--- config.mk ---
export PLATFORM = sky130hd
export DESIGN_NAME = befehl_holen
export DESIGN_NICKNAME = d
export VERILOG_FILES = /design/src/rtl/befehl_holen.sv
export SDC_FILE = /design/constraint.sdc
export NUM_CORES = 1
export LEC_CHECK = 0
export CAP_MARGIN = 20
export CORE_ASPECT_RATIO = 0.5
export CORE_MARGIN = 1
export CORE_UTILIZATION = 40
export DETAILED_ROUTE_END_ITERATION = 8
export GPL_TIMING_DRIVEN = 1
export PLACE_DENSITY = 0.84
export SLEW_MARGIN = 0
export SYNTH_ARGS = -nofsm -noshare
export SYNTH_HDL_FRONTEND = slang
export SYNTH_SLANG_ARGS = --single-unit
--- constraint.sdc ---
create_clock -name Clock -period 2.35 [get_ports Clock]
set_input_delay 0.5875 -clock Clock [delete_from_list [all_inputs] [get_ports Clock]]
set_output_delay 0.5875 -clock Clock [all_outputs]
set_load 0.05 [all_outputs]
--- src/rtl/befehl_holen.sv ---
// ---------------------------------------------------------------------------
// befehl_holen - instruction fetch stage
//
// Keeps the program counter, issues single-cycle read requests to the
// word-addressed RAM, captures the returned word and hands it to decode over
// a valid/ready handshake. Execute can redirect the PC at any time after the
// START cycle; a redirect discards whatever read is still in flight.
//
// Ports
//   Clock          single clock, all state on the rising edge
//   Reset_n        synchronous, active-low reset
//   SpeicherFrei   arbiter grants the RAM port to fetch this cycle
//   LesenAn        RAM read strobe (HOLEN and granted)
//   Adresse        RAM word address, always the PC
//   DatenRaus      RAM read data
//   DatenBereit    RAM read-done pulse, one cycle after LesenAn
//   Holt           fetch owns the RAM port (HOLEN or WARTEN)
//   Befehl         captured instruction
//   BefehlsZaehler address Befehl was fetched from
//   BefehlGueltig  Befehl/BefehlsZaehler valid for decode
//   BefehlBereit   decode accepts the presented instruction
//   SprungAn       redirect request from execute
//   SprungZiel     absolute redirect target
// ---------------------------------------------------------------------------
module befehl_holen #(
    parameter int WORDSIZE      = 32,
    parameter int WORDS         = 32,
    parameter int START_ADRESSE = 0,
    localparam int AW           = $clog2(WORDS)
) (
    input  logic                Clock,
    input  logic                Reset_n,
    input  logic                SpeicherFrei,
    output logic                LesenAn,
    output logic [AW-1:0]       Adresse,
    input  logic [WORDSIZE-1:0] DatenRaus,
    input  logic                DatenBereit,
    output logic                Holt,
    output logic [WORDSIZE-1:0] Befehl,
    output logic [AW-1:0]       BefehlsZaehler,
    output logic                BefehlGueltig,
    input  logic                BefehlBereit,
    input  logic                SprungAn,
    input  logic [AW-1:0]       SprungZiel
);

    typedef enum logic [1:0] {
        START,
        HOLEN,
        WARTEN,
        VOLL
    } zustandT;

    zustandT               zustand, zustandNext;
    logic [AW-1:0]         pc, pcNext;
    logic [WORDSIZE-1:0]   befehl, befehlNext;
    logic [AW-1:0]         befehlsZaehler, befehlsZaehlerNext;
    logic                  befehlGueltig, befehlGueltigNext;

    // The read strobe is combinational so a late grant from the arbiter still
    // launches the read in the same cycle. The RAM answers exactly one cycle
    // later, which is the WARTEN cycle.
    always_comb begin
        LesenAn        = (zustand == HOLEN) && SpeicherFrei;
        Holt           = (zustand == HOLEN) || (zustand == WARTEN);
        Adresse        = pc;
        Befehl         = befehl;
        BefehlsZaehler = befehlsZaehler;
        BefehlGueltig  = befehlGueltig;
    end

    // Next-state logic. A redirect wins over every ordinary transition except
    // in START. In VOLL the held instruction is still handed over when decode
    // is ready in the redirect cycle; dropping valid afterwards is correct in
    // either case. In WARTEN the arriving response is simply not captured,
    // and a stale response landing in the following HOLEN cycle is ignored
    // because DatenBereit is only looked at in WARTEN.
    always_comb begin
        zustandNext        = zustand;
        pcNext             = pc;
        befehlNext         = befehl;
        befehlsZaehlerNext = befehlsZaehler;
        befehlGueltigNext  = befehlGueltig;

        if (zustand == START) begin
            zustandNext = HOLEN;
        end else if (SprungAn) begin
            zustandNext       = HOLEN;
            pcNext            = SprungZiel;
            befehlGueltigNext = 1'b0;
        end else begin
            case (zustand)
                HOLEN: begin
                    if (SpeicherFrei) begin
                        zustandNext = WARTEN;
                    end
                end
                WARTEN: begin
                    if (DatenBereit) begin
                        zustandNext        = VOLL;
                        befehlNext         = DatenRaus;
                        befehlsZaehlerNext = pc;
                        befehlGueltigNext  = 1'b1;
                    end
                end
                VOLL: begin
                    // PC wraps naturally at 2^AW.
                    if (BefehlBereit) begin
                        zustandNext       = HOLEN;
                        pcNext            = pc + AW'(1);
                        befehlGueltigNext = 1'b0;
                    end
                end
                default: begin
                    zustandNext = START;
                end
            endcase
        end
    end

    // State register with synchronous active-low reset; reset overrides any
    // request or response in progress.
    always_ff @(posedge Clock) begin
        if (!Reset_n) begin
            zustand        <= START;
            pc             <= AW'(START_ADRESSE);
            befehl         <= '0;
            befehlsZaehler <= '0;
            befehlGueltig  <= 1'b0;
        end else begin
            zustand        <= zustandNext;
            pc             <= pcNext;
            befehl         <= befehlNext;
            befehlsZaehler <= befehlsZaehlerNext;
            befehlGueltig  <= befehlGueltigNext;
        end
    end

endmodule

---- After elaboration in Yosys (flattened, before gate mapping) ----
Index checks and enable logic that the tools add are counted.
word-level totals
  bits in registers ....................... 45
  input bits .............................. 43
  output and inout bits ................... 45
operators by class
  add/subtract/negate cells ............... 1
  equality and inequality tests ........... 11
  multiplexer cells ....................... 13
  bitwise operators ....................... 3
  reductions and logical operators ........ 12
operators with widths
  operator                                                                 number
  5-bit 2-to-1 mux                                                         3
  3-bit AND reduction                                                      3
  4-bit by 3-bit inequality test with 1-bit output, second input constant  2
  4-bit AND reduction                                                      2
  2-bit 2-to-1 mux                                                         3
  2-bit inequality test, second input constant                             3
  3-bit inequality test, second input constant                             2
  2-bit case mux with 3 select lines                                       1
  5-bit by 1-bit adder with 5-bit output, second input constant            1
  1-bit 2-to-1 mux                                                         5
  2-bit equality test, second input constant                               2
  4-bit inequality test, second input constant                             1
  2-bit nonzero test                                                       2
  1-bit NOT                                                                3
  3-bit nonzero test                                                       1
  3-bit OR reduction                                                       1
  2-bit by 1-bit equality test with 1-bit output, second input constant    1
  2-bit logical NOT                                                        1
  1-bit case mux with 2 select lines                                       1
  1-bit logical AND                                                        1
  1-bit logical OR                                                         1

---- Logic depth before layout (Yosys ltp) ----
Gate-level depths: netlist of the first run.
  depth in word-level cells ............... 4
  mapped depth ............................ 7

---- Least setup slack after synthesis of the first run ----
OpenSTA, ideal clock, no wires.
  kind .................................... flip-flop to flip-flop
  from .................................... reg pc[0], in the netlist Adresse[0]
  to ...................................... reg pc[1], in the netlist Adresse[1]
  library setup time ...................... 0.122 ns
  arrival time ............................ 1.542 ns
  required time ........................... 2.228 ns
  path slack .............................. 0.687 ns
  stages on the path, launching flop included .. 4
  path buffers ............................ 0
  clock period less this slack ............ 1.663 ns
  path through ............................ dfxtp_1 ha_1 mux2_1 o311a_1
on the way
  word-level cells in the longest chain between the ends .. 4
ends and longest elaborated chain
  item                                    RTL line  RTL
  from (decl)                             55        logic [AW-1:0] pc, pcNext;
  from (signal assigned)                  126       pc <= AW'(START_ADRESSE);
  from (signal assigned)                  132       pc <= pcNext;
  5-bit by 1-bit adder with 5-bit output  110       pcNext = pc + AW'(1);
  5-bit 2-to-1 mux                        108       if (BefehlBereit) begin
  5-bit 2-to-1 mux                        92        case (zustand)
  5-bit 2-to-1 mux                        87        end else if (SprungAn) begin
No other way between the ends. The select of a mux whose other input is x is not followed.
A chain may end at the register's enable or synchronous reset.

---- Worst setup path in the final report of the first run ----
  from .................................... reg pc[2], in the netlist Adresse[2]
  to ...................................... out Adresse[2]
RTL lines
  item       RTL line  RTL
  to (decl)  35        output logic [AW-1:0] Adresse,
No word-level cell between the ends.

==> results.ini, run 1 <==
[cts]
htreeDepth = 2
cts-root-buf = clkbuf_8
cts_tree = built
clkSinkCount = 45
cts.path.max_buffers = 2
clk-insertion-delay-late_ns = 0.29
post_cts_buffers = 0
holdBufCountCts = 0
clkTransAtPathRegs_ns = 0.08
cts.repair.resized = 0
cts_buffers = 5

[timing]
max_freq_mhz = 452
hold_violations = 0
post-route-period-util_pct = 94.1
tns_ns = 0
finalMaxSlewViolations = 0
min_period_ns = 2.21
skew_ns = 0.00586
rsz0062_at_grt = no
slew_headroom_pct = 65.1
setup_violations = 0
worst_slew_pin_slew_ns = 0.522

[setup_path]
r2r_end = Befehl[1]$_SDFFE_PN0P_
crit_fanout = 8
reg2reg_from = zustand[1]$_SDFFE_PP0P_
max_stage_delay_ns = 0.86
slowest_stage = clkdlybuf4s50_1
worst-setup-path-type = reg -> out
startpoint_type = register
cp_cell_sequence = clkdlybuf4s50_1
required_ns = 1.76
r2r_cells = 6
crit_family = buffers and inverters
cp-end-kind = output port
critical_path_buf_inv_count = 1
crit_arrival_ns = 1.62
reg2reg_slack_ns = 0.56

[global_routing]
antenna_found_initial = 0
track_usage_pct = 19.9
grt_pass1_vias = 1845
grt_overflow = 0
grt_pass1_wl_mm = 8.02
grt_max_degree = 38

[synth]
synth_warnings = 0
syn_area_mm2 = 0.00190
synth_area_leader_cell = dfxtp_1
syn_nets = 280
netlist_top_cells_count = nand2_1 (77), dfxtp_1 (45), a21oi_1 (37)
syn_inst = 230
ys_seq_elements = 45
yosysMostFrequentCell = nand2_1
synth-edff-count = 0
yosysTopAreaCellShare_pct = 47.4
synth_area_leaders = dfxtp_1 (47%), nand2_1 (15%), a21oi_1 (9.7%), ha_1 (4.6%), buf_6 (2.4%)
yosys.cell_types.count = 37
async_reset_ff_share_pct = 0
avgSynthCellArea_um2 = 8.27
ys_seq_area_share_pct = 47.4
ys.flop_type = dfxtp_1

[placement]
dp_hpwl_mm = 3.53
placed_cell_area_mm2 = 0.00282
place.gp.congestion = 0.855
placed_cells = 372
portBuffers = 87

[die]
initial_core_util_pct = 42.4
core_mm2 = 0.00449
boundaryPins = 88
die_w_um = 99.5
row_count = 17
dieArea_mm2 = 0.00505
die_h_um = 50.8

[finish]
final_core_util_pct = 65.2
syn_to_final_growth_pct = 53.8
final_layout_size_suffix_gt1_share_pct = 5.10
fin_cells = 380
n_antenna_cell = 0
fin_area_mm2 = 0.00293
nets = 363

[drt]
wl_per_cell_um = 12.6
drtPass1Iterations = 4
drtIter0Drc = 72
viasPerCell = 4.87
routed_wirelength_mm = 4.78
ant_nets = 0
vias = 1849
drc_errors = 0

[worst_hold_path]
hold-path-endpoint = Befehl[11]$_SDFFE_PN0P_
hp-class = reg -> reg
worst_hold_startpoint = Befehl[11]$_SDFFE_PN0P_
whs_path_depth = 2

[outcome]
status = complete, no violations

[pwr]
power_density_mw_per_mm2 = 514
ir_drop_mv = 0.265
leakage_nw = 1.03

[job]
cap_violations = 0

## placed cells by master, fill, tap and decap left out, types with 2 or more instances in the layout
master,instances
a21oi_1,37
a31o_1,2
a31oi_1,4
buf_12,3
buf_4,4
clkbuf_8,7
clkdlybuf4s50_1,85
dfxtp_1,45
ha_1,7
inv_1,4
nand2_1,77
nand3_1,2
nor2_1,5
nor2b_1,5
o311a_1,3
o31ai_1,2
or3_1,2
## power by group
part | switching (W) | internal (W)
Combinational | 0.0000953 | 0.000107
Clock | 0.000253 | 0.000266
Sequential | 0.0000125 | 0.000770
## layout make-up
type / count / area, µm²
Fill cell: 387 / 1560
Clock inverter: 1 / 5.00
Inverter: 4 / 15.0
Clock buffer: 7 / 96.3
Sequential cell: 45 / 901
Tap cell: 66 / 82.6
Multi-Input combinational cell: 165 / 885
Timing Repair Buffer: 92 / 941
## per-stage QoR
stage               hold slack (ns)  power, W  setup WS, ns
floorplan                     0.568  0.000895         0.687
detailed placement            0.446   0.00100         0.250
global placement              0.442   0.00100         0.304
CTS                           0.457   0.00152         0.133
finish                        0.455   0.00150         0.139
global route                  0.477   0.00156        0.0833
## cell families (layout without fill, tap and decap cells)
family / count (synthesis) / count (layout) / synth area share, %
buf+inv: 20 / 104 / 6.12
fa+ha+maj: 7 / 7 / 4.61
flops: 45 / 45 / 47.4
simple gates: 99 / 99 / 22.6
mux: 1 / 1 / 0.592
compound gates: 58 / 58 / 18.7
## worst max path at each step
stage                                 start  cells past startpoint                      end  slack [ns]
floorplan           Adresse[0]$_SDFFE_PN0P_                      3  Adresse[1]$_SDFFE_PN0P_        0.69
global placement                   SprungAn                      6   Befehl[4]$_SDFFE_PN0P_        0.30
CTS                 Adresse[2]$_SDFFE_PN0P_                      1               Adresse[2]        0.13
global route        Adresse[2]$_SDFFE_PN0P_                      1               Adresse[2]        0.08
detailed placement                 SprungAn                      6   Befehl[1]$_SDFFE_PN0P_        0.25
finish              Adresse[2]$_SDFFE_PN0P_                      1               Adresse[2]        0.14
## sequential cells by signal, summed over array words and instances, names as in the netlist
signal,cells
zustand,2
Adresse,5
BefehlGueltig,1
Befehl,32
BefehlsZaehler,5
## metal layers
metal,vias up,GRT usage [%],routed length (µm)
met3,4,3.90,165
met4,0,5.15,23
li1,951,-,-
met5,-,0,0
met1,857,22.6,2060
met2,37,38.5,2530
(Power assumes the default switching activity.)
==> run 2, diff against run 1 <==
--- a/config.mk
+++ b/config.mk
@@ -12,6 +12,7 @@
 export DETAILED_ROUTE_END_ITERATION = 8
 export GPL_TIMING_DRIVEN = 1
 export PLACE_DENSITY = 0.84
+export REMOVE_ABC_BUFFERS = 1
 export SLEW_MARGIN = 0
 export SYNTH_ARGS = -nofsm -noshare
 export SYNTH_HDL_FRONTEND = slang
==> run 2 against run 1 <==
  * Maximum frequency fell by 1.5%
  * Critical path type unchanged
  * Clock skew is essentially flat
  * Count of clock-buffer cells in the layout is 1 lower
  * Non-clock buffer count fell by 1
  * Register-to-register slack worse by 0.05 ns
  * Global-route usage grew 0.15 points
  * Worst setup slack lost 0.034 ns
  * Cell count shrank 0.26%
  * Hold slack improved by 0.0018 ns
  * Sequential power about the same
==> results.ini, run 2 (synthesis results as in run 1) <==
[outcome]
status = complete, no violations  ; unchanged

[finish]
seq_area_um2 = 901  ; unchanged
largest_reg_flops = 32  ; unchanged
syn_to_final_growth_pct = 52.5  ; was 53.8%
mostFrequentLayoutCells = clkdlybuf4s50_1 (85), nand2_1 (77), dfxtp_1 (45)  ; unchanged
n_antenna_cell = 0  ; unchanged
multi_input_area_um2 = 885  ; unchanged
nFillCells = 374  ; was 387
nets = 362  ; was 363
final_common_cell = clkdlybuf4s50_1  ; unchanged
fin_cells = 379  ; was 380
final_layout_size_suffix_gt1_share_pct = 4.79  ; was 5.10%
final_core_util_pct = 64.6  ; was 65.2%

[global_routing]
grt_pass1_wl_mm = 7.99  ; was 8.02 mm
grt_overflow = 0  ; unchanged
antenna_found_initial = 0  ; unchanged
track_usage_pct = 20.0  ; was 19.9%
grt_pass1_vias = 1752  ; was 1845
grt_max_degree = 38  ; unchanged

[timing]
hold_violations = 0  ; unchanged
rsz0062_at_grt = no  ; unchanged
finalMaxSlewViolations = 0  ; unchanged
worst_slew_pin_slew_ns = 0.527  ; was 0.522 ns
post-route-period-util_pct = 95.5  ; was 94.1%
skew_ns = 0.00614  ; was 0.00586 ns
max_freq_mhz = 446  ; was 452 MHz
min_period_ns = 2.24  ; was 2.21 ns
tns_ns = 0  ; unchanged
holdWs_ns = 0.457  ; was 0.455 ns
slew_headroom_pct = 64.7  ; was 65.1%
setup_violations = 0  ; unchanged

[die]
die_h_um = 50.8  ; unchanged
core_mm2 = 0.00449  ; unchanged
boundaryPins = 88  ; unchanged
dieArea_mm2 = 0.00505  ; unchanged
initial_core_util_pct = 42.4  ; unchanged
row_count = 17  ; unchanged
die_w_um = 99.5  ; unchanged

[setup_path]
max_stage_delay_ns = 0.87  ; was 0.86 ns
startpoint_type = register  ; unchanged
crit_fanout = 8  ; unchanged
reg2reg_from = zustand[0]$_SDFFE_PN0P_  ; was zustand[1]$_SDFFE_PP0P_
crit_family = buffers and inverters  ; unchanged
crit_path_start = Adresse[2]$_SDFFE_PN0P_  ; unchanged
required_ns = 1.76  ; about the same
slowest_stage = clkdlybuf4s50_1  ; unchanged
worst-setup-path-type = reg -> out  ; unchanged
cp_cell_sequence = clkdlybuf4s50_1  ; unchanged
critical_path_buf_inv_count = 1  ; unchanged
cp-end-kind = output port  ; unchanged
crit_arrival_ns = 1.66  ; was 1.62 ns

[cts]
cts_buffers = 5  ; unchanged
cts_tree = built  ; unchanged
post_cts_buffers = 0  ; unchanged
clk-insertion-delay-late_ns = 0.29  ; about the same
holdBufCountCts = 0  ; unchanged
htreeDepth = 2  ; unchanged
clkTransAtPathRegs_ns = 0.09  ; was 0.08 ns
clkSinkCount = 45  ; unchanged
cts.repair.resized = 0  ; unchanged
cts.path.max_buffers = 2  ; unchanged
cts-root-buf = clkbuf_8  ; unchanged

[drt]
drtIter0Drc = 129  ; was 72
vias = 1847  ; was 1849
wl_per_cell_um = 12.9  ; was 12.6 µm
drtPass1Iterations = 4  ; unchanged
viasPerCell = 4.87  ; about the same
drc_errors = 0  ; unchanged
routed_wirelength_mm = 4.89  ; was 4.78 mm
ant_nets = 0  ; unchanged

[placement]
place.gp.congestion = 0.874  ; was 0.855
placed_cells = 371  ; was 372
portBuffers = 87  ; unchanged
dp_hpwl_mm = 3.55  ; was 3.53 mm

[pwr]
power_density_mw_per_mm2 = 512  ; was 514 mW/mm²
p_total_w = 0.00148  ; was 0.00150 W
ir_drop_mv = 0.254  ; was 0.265 mV
leakage_nw = 1.01  ; was 1.03 nW

[job]
cap_violations = 0  ; unchanged

[worst_hold_path]
hp-class = reg -> reg  ; unchanged
worst_hold_startpoint = Befehl[9]$_SDFFE_PN0P_  ; was Befehl[11]$_SDFFE_PN0P_

-- run 2: cell count changes in the layout (fill, tap and decap cells not counted), sizes merged --
cell | previous run | this run
clkinv | 1 | 2
buf | 7 | 6
clkbuf | 7 | 6
-- run 2: layout make-up --
cell class / count / share of cell area, %
clock inverter: 2 / 0.475
timing repair buffer: 91 / 31.8
inverter: 4 / 0.518
clock buffer: 6 / 2.85
sequential: 45 / 31.1
tap: 66 / 2.85
multi-input combinational: 165 / 30.5
-- run 2: path summary, 6_finish.rpt --
path,end,slack [ns],depth (start not counted)
min,Befehl[9]$_SDFFE_PN0P_,0.46,2
max,Adresse[2],0.11,1
max reg2reg,Befehl[31]$_SDFFE_PN0P_,0.51,6
min reg2reg,Befehl[9]$_SDFFE_PN0P_,0.46,2
-- run 2: routing by layer --
layer	up-vias	global-route usage [%]	share of wire (%)	routed length, µm
met5	-	0	0	0
met4	0	8.09	1.4	68
met3	7	3.62	2.9	141
met2	39	36.7	51	2510
met1	859	23.5	44	2170
li1	942	-	-	-
-- run 2: report_power, final --
| part | switching (W) | leakage (nW) | internal [W] | total, W |
|---|---|---|---|---|
| Combinational | 0.0000975 | 0.599 | 0.000106 | 0.000203 |
| Clock | 0.000261 | 0.0512 | 0.000239 | 0.000499 |
| Sequential | 0.0000122 | 0.363 | 0.000770 | 0.000782 |
| Total | 0.000370 | 1.01 | 0.00111 | 0.00148 |
-- run 2: metrics by stage --
stage	setup slack [ns]	area [µm²]
floorplan	0.171	1800
global placement	0.310	2800
detailed placement	0.268	2800
CTS	0.112	2900
global route	0.0571	2900
finish	0.106	2900
==> run 3, diff against run 2 <==
--- a/config.mk
+++ b/config.mk
@@ -6,12 +6,12 @@
 export NUM_CORES = 1
 export LEC_CHECK = 0
 export CAP_MARGIN = 20
-export CORE_ASPECT_RATIO = 0.5
+export CORE_ASPECT_RATIO = 0.9
 export CORE_MARGIN = 1
-export CORE_UTILIZATION = 40
+export CORE_UTILIZATION = 44
 export DETAILED_ROUTE_END_ITERATION = 8
 export GPL_TIMING_DRIVEN = 1
-export PLACE_DENSITY = 0.84
+export PLACE_DENSITY = 0.91
 export REMOVE_ABC_BUFFERS = 1
 export SLEW_MARGIN = 0
 export SYNTH_ARGS = -nofsm -noshare
==> run 3 against run 2 <==
  * The flow now finishes with violations (design-rule violations)
  * Cell count decreased by 4.7%
  * First-iteration DRC count fell by 28%
  * Via count is 2.8% higher
  * Maximum frequency is 2.0% higher
  * Final area shrank 0.60%
  * Core utilization is 5.7 points higher
  * Die area shrank 9.1%
  * Clock skew is 0.0028 ns lower
  * Largest cell class unchanged
==> results.ini, run 3 (synthesis results as in run 1) <==
[finish]
fin_area_mm2 = 0.00288  ; was 0.00290 mm²
syn_to_final_growth_pct = 51.6  ; was 52.5%
largest_reg_flops = 32  ; unchanged
n_antenna_cell = 0  ; unchanged
mostFrequentLayoutCells = clkdlybuf4s50_1 (85), nand2_1 (77), dfxtp_1 (45)  ; unchanged
nets = 364  ; was 362
final_core_util_pct = 70.3  ; was 64.6%
nFillCells = 339  ; was 374
final_common_cell = clkdlybuf4s50_1  ; unchanged
final_layout_size_suffix_gt1_share_pct = 4.79  ; unchanged

[timing]
rsz0062_at_grt = no  ; unchanged
holdWs_ns = 0.453  ; was 0.457 ns
tns_ns = 0  ; unchanged
post-route-period-util_pct = 93.6  ; was 95.5%
slew_headroom_pct = 65.2  ; was 64.7%
min_period_ns = 2.20  ; was 2.24 ns
finalMaxSlewViolations = 0  ; unchanged
max_freq_mhz = 454  ; was 446 MHz
setup_violations = 0  ; unchanged
skew_ns = 0.00338  ; was 0.00614 ns
hold_violations = 0  ; unchanged
worst_slew_pin_slew_ns = 0.520  ; was 0.527 ns
setup_ws_ns = 0.149  ; was 0.106 ns

[cts]
cts.repair.resized = 0  ; unchanged
holdBufCountCts = 0  ; unchanged
clkSinkCount = 45  ; unchanged
cts_buffers = 5  ; unchanged
post_cts_buffers = 0  ; unchanged
cts.path.max_buffers = 2  ; unchanged
htreeDepth = 2  ; unchanged
clk-insertion-delay-late_ns = 0.28  ; was 0.29 ns
cts_tree = built  ; unchanged
clkTransAtPathRegs_ns = 0.07  ; was 0.09 ns
cts-root-buf = clkbuf_8  ; unchanged

[drt]
met2_wirelength_mm = 2.28  ; was 2.51 mm
wl_met3_um = 347  ; was 141 µm
wl_per_cell_um = 12.9  ; about the same
ant_nets = 0  ; unchanged
viasPerCell = 5.26  ; was 4.87
drtIter0Drc = 93  ; was 129
dr.max_layer_used = met4  ; unchanged
wl_met1_mm = 1.98  ; was 2.17 mm
drc_errors = 9  ; was 0
drtPass1Iterations = 7  ; was 4
vias = 1899  ; was 1847
routed_wirelength_mm = 4.66  ; was 4.89 mm

[setup_path]
cp-end-kind = output port  ; unchanged
crit_family = buffers and inverters  ; unchanged
crit_fanout = 8  ; unchanged
startpoint_type = register  ; unchanged
crit_arrival_ns = 1.61  ; was 1.66 ns
worst-setup-path-type = reg -> out  ; unchanged
cp_cell_sequence = clkdlybuf4s50_1  ; unchanged
required_ns = 1.76  ; about the same
max_stage_delay_ns = 0.86  ; was 0.87 ns
slowest_stage = clkdlybuf4s50_1  ; unchanged
critical_path_buf_inv_count = 1  ; unchanged
crit_path_start = Adresse[2]$_SDFFE_PN0P_  ; unchanged
reg2reg_from = zustand[0]$_SDFFE_PN0P_  ; unchanged

[placement]
placed_cell_area_mm2 = 0.00281  ; was 0.00280 mm²
portBuffers = 87  ; unchanged
place.gp.congestion = 0.813  ; was 0.874
dp_hpwl_mm = 3.39  ; was 3.55 mm
place_ws_ns = 0.248  ; was 0.268 ns

[global_routing]
grt_max_degree = 38  ; unchanged
antenna_found_initial = 0  ; unchanged
track_usage_pct = 21.0  ; was 20.0%
grt_overflow = 0  ; unchanged
grt_pass1_vias = 1746  ; was 1752
grt_pass1_wl_mm = 7.54  ; was 7.99 mm

[worst_hold_path]
worst_hold_startpoint = Befehl[29]$_SDFFE_PN0P_  ; was Befehl[9]$_SDFFE_PN0P_
hp-class = reg -> reg  ; unchanged

[pwr]
ir_drop_mv = 0.331  ; was 0.254 mV
leakage_nw = 1.02  ; was 1.01 nW
power_density_mw_per_mm2 = 488  ; was 512 mW/mm²

[job]
cap_violations = 0  ; unchanged

[die]
core_mm2 = 0.00410  ; was 0.00449 mm²
row_count = 22  ; was 17
die_h_um = 64.4  ; was 50.8 µm
die_w_um = 71.3  ; was 99.5 µm
dieArea_mm2 = 0.00459  ; was 0.00505 mm²
initial_core_util_pct = 46.4  ; was 42.4%
boundaryPins = 88  ; unchanged

[outcome]
status = complete, but fails checks  ; was complete, no violations
violations = design-rule violations

run 3: layout make-up:
| type | count | area, µm² | area share [%] |
|---|---|---|---|
| clock inverter | 1 | 5.00 | 0.174 |
| clock buffer | 5 | 68.8 | 2.39 |
| sequential | 45 | 901 | 31.3 |
| timing repair buffer | 93 | 948 | 32.9 |
| tap | 48 | 60.1 | 2.08 |
| multi-input combinational | 165 | 885 | 30.7 |
| inverter | 4 | 15.0 | 0.521 |
run 3: power by group:
group	total [W]	leakage (nW)	switching (W)	internal, W
clock network	0.000420	0.0399	0.000224	0.000195
registers	0.000783	0.363	0.0000125	0.000771
logic	0.000205	0.615	0.0000974	0.000108
total	0.00141	1.02	0.000334	0.00107
run 3: tightest hold or removal path, stage by stage (launching register included):
cell and delay, ns:
dfxtp_1 0.31, nand2_1 0.05, a21oi_1 0.05
run 3: metal layers:
| layer | track usage, % | up-vias |
|---|---|---|
| met5 | 0 | - |
| met4 | 7.75 | 0 |
| met3 | 6.47 | 6 |
| met2 | 37.4 | 70 |
| met1 | 23.4 | 879 |
| li1 | - | 944 |
run 3: final timing paths:
| check | end | slack [ns] | cells past startpoint |
|---|---|---|---|
| max | Adresse[2] | 0.15 | 1 |
| min | Befehl[29]$_SDFFE_PN0P_ | 0.45 | 2 |
| max reg2reg | Befehl[9]$_SDFFE_PN0P_ | 0.58 | 6 |
| min reg2reg | Befehl[29]$_SDFFE_PN0P_ | 0.45 | 2 |
run 3: per-stage QoR:
stage | std cells | total power (W)
final | 361 | 0.00141
after detailed placement | 355 | 0.00100
after global placement | 355 | 0.00100
after global routing | 361 | 0.00147
after floorplan | 214 | 0.000885
after CTS | 361 | 0.00142
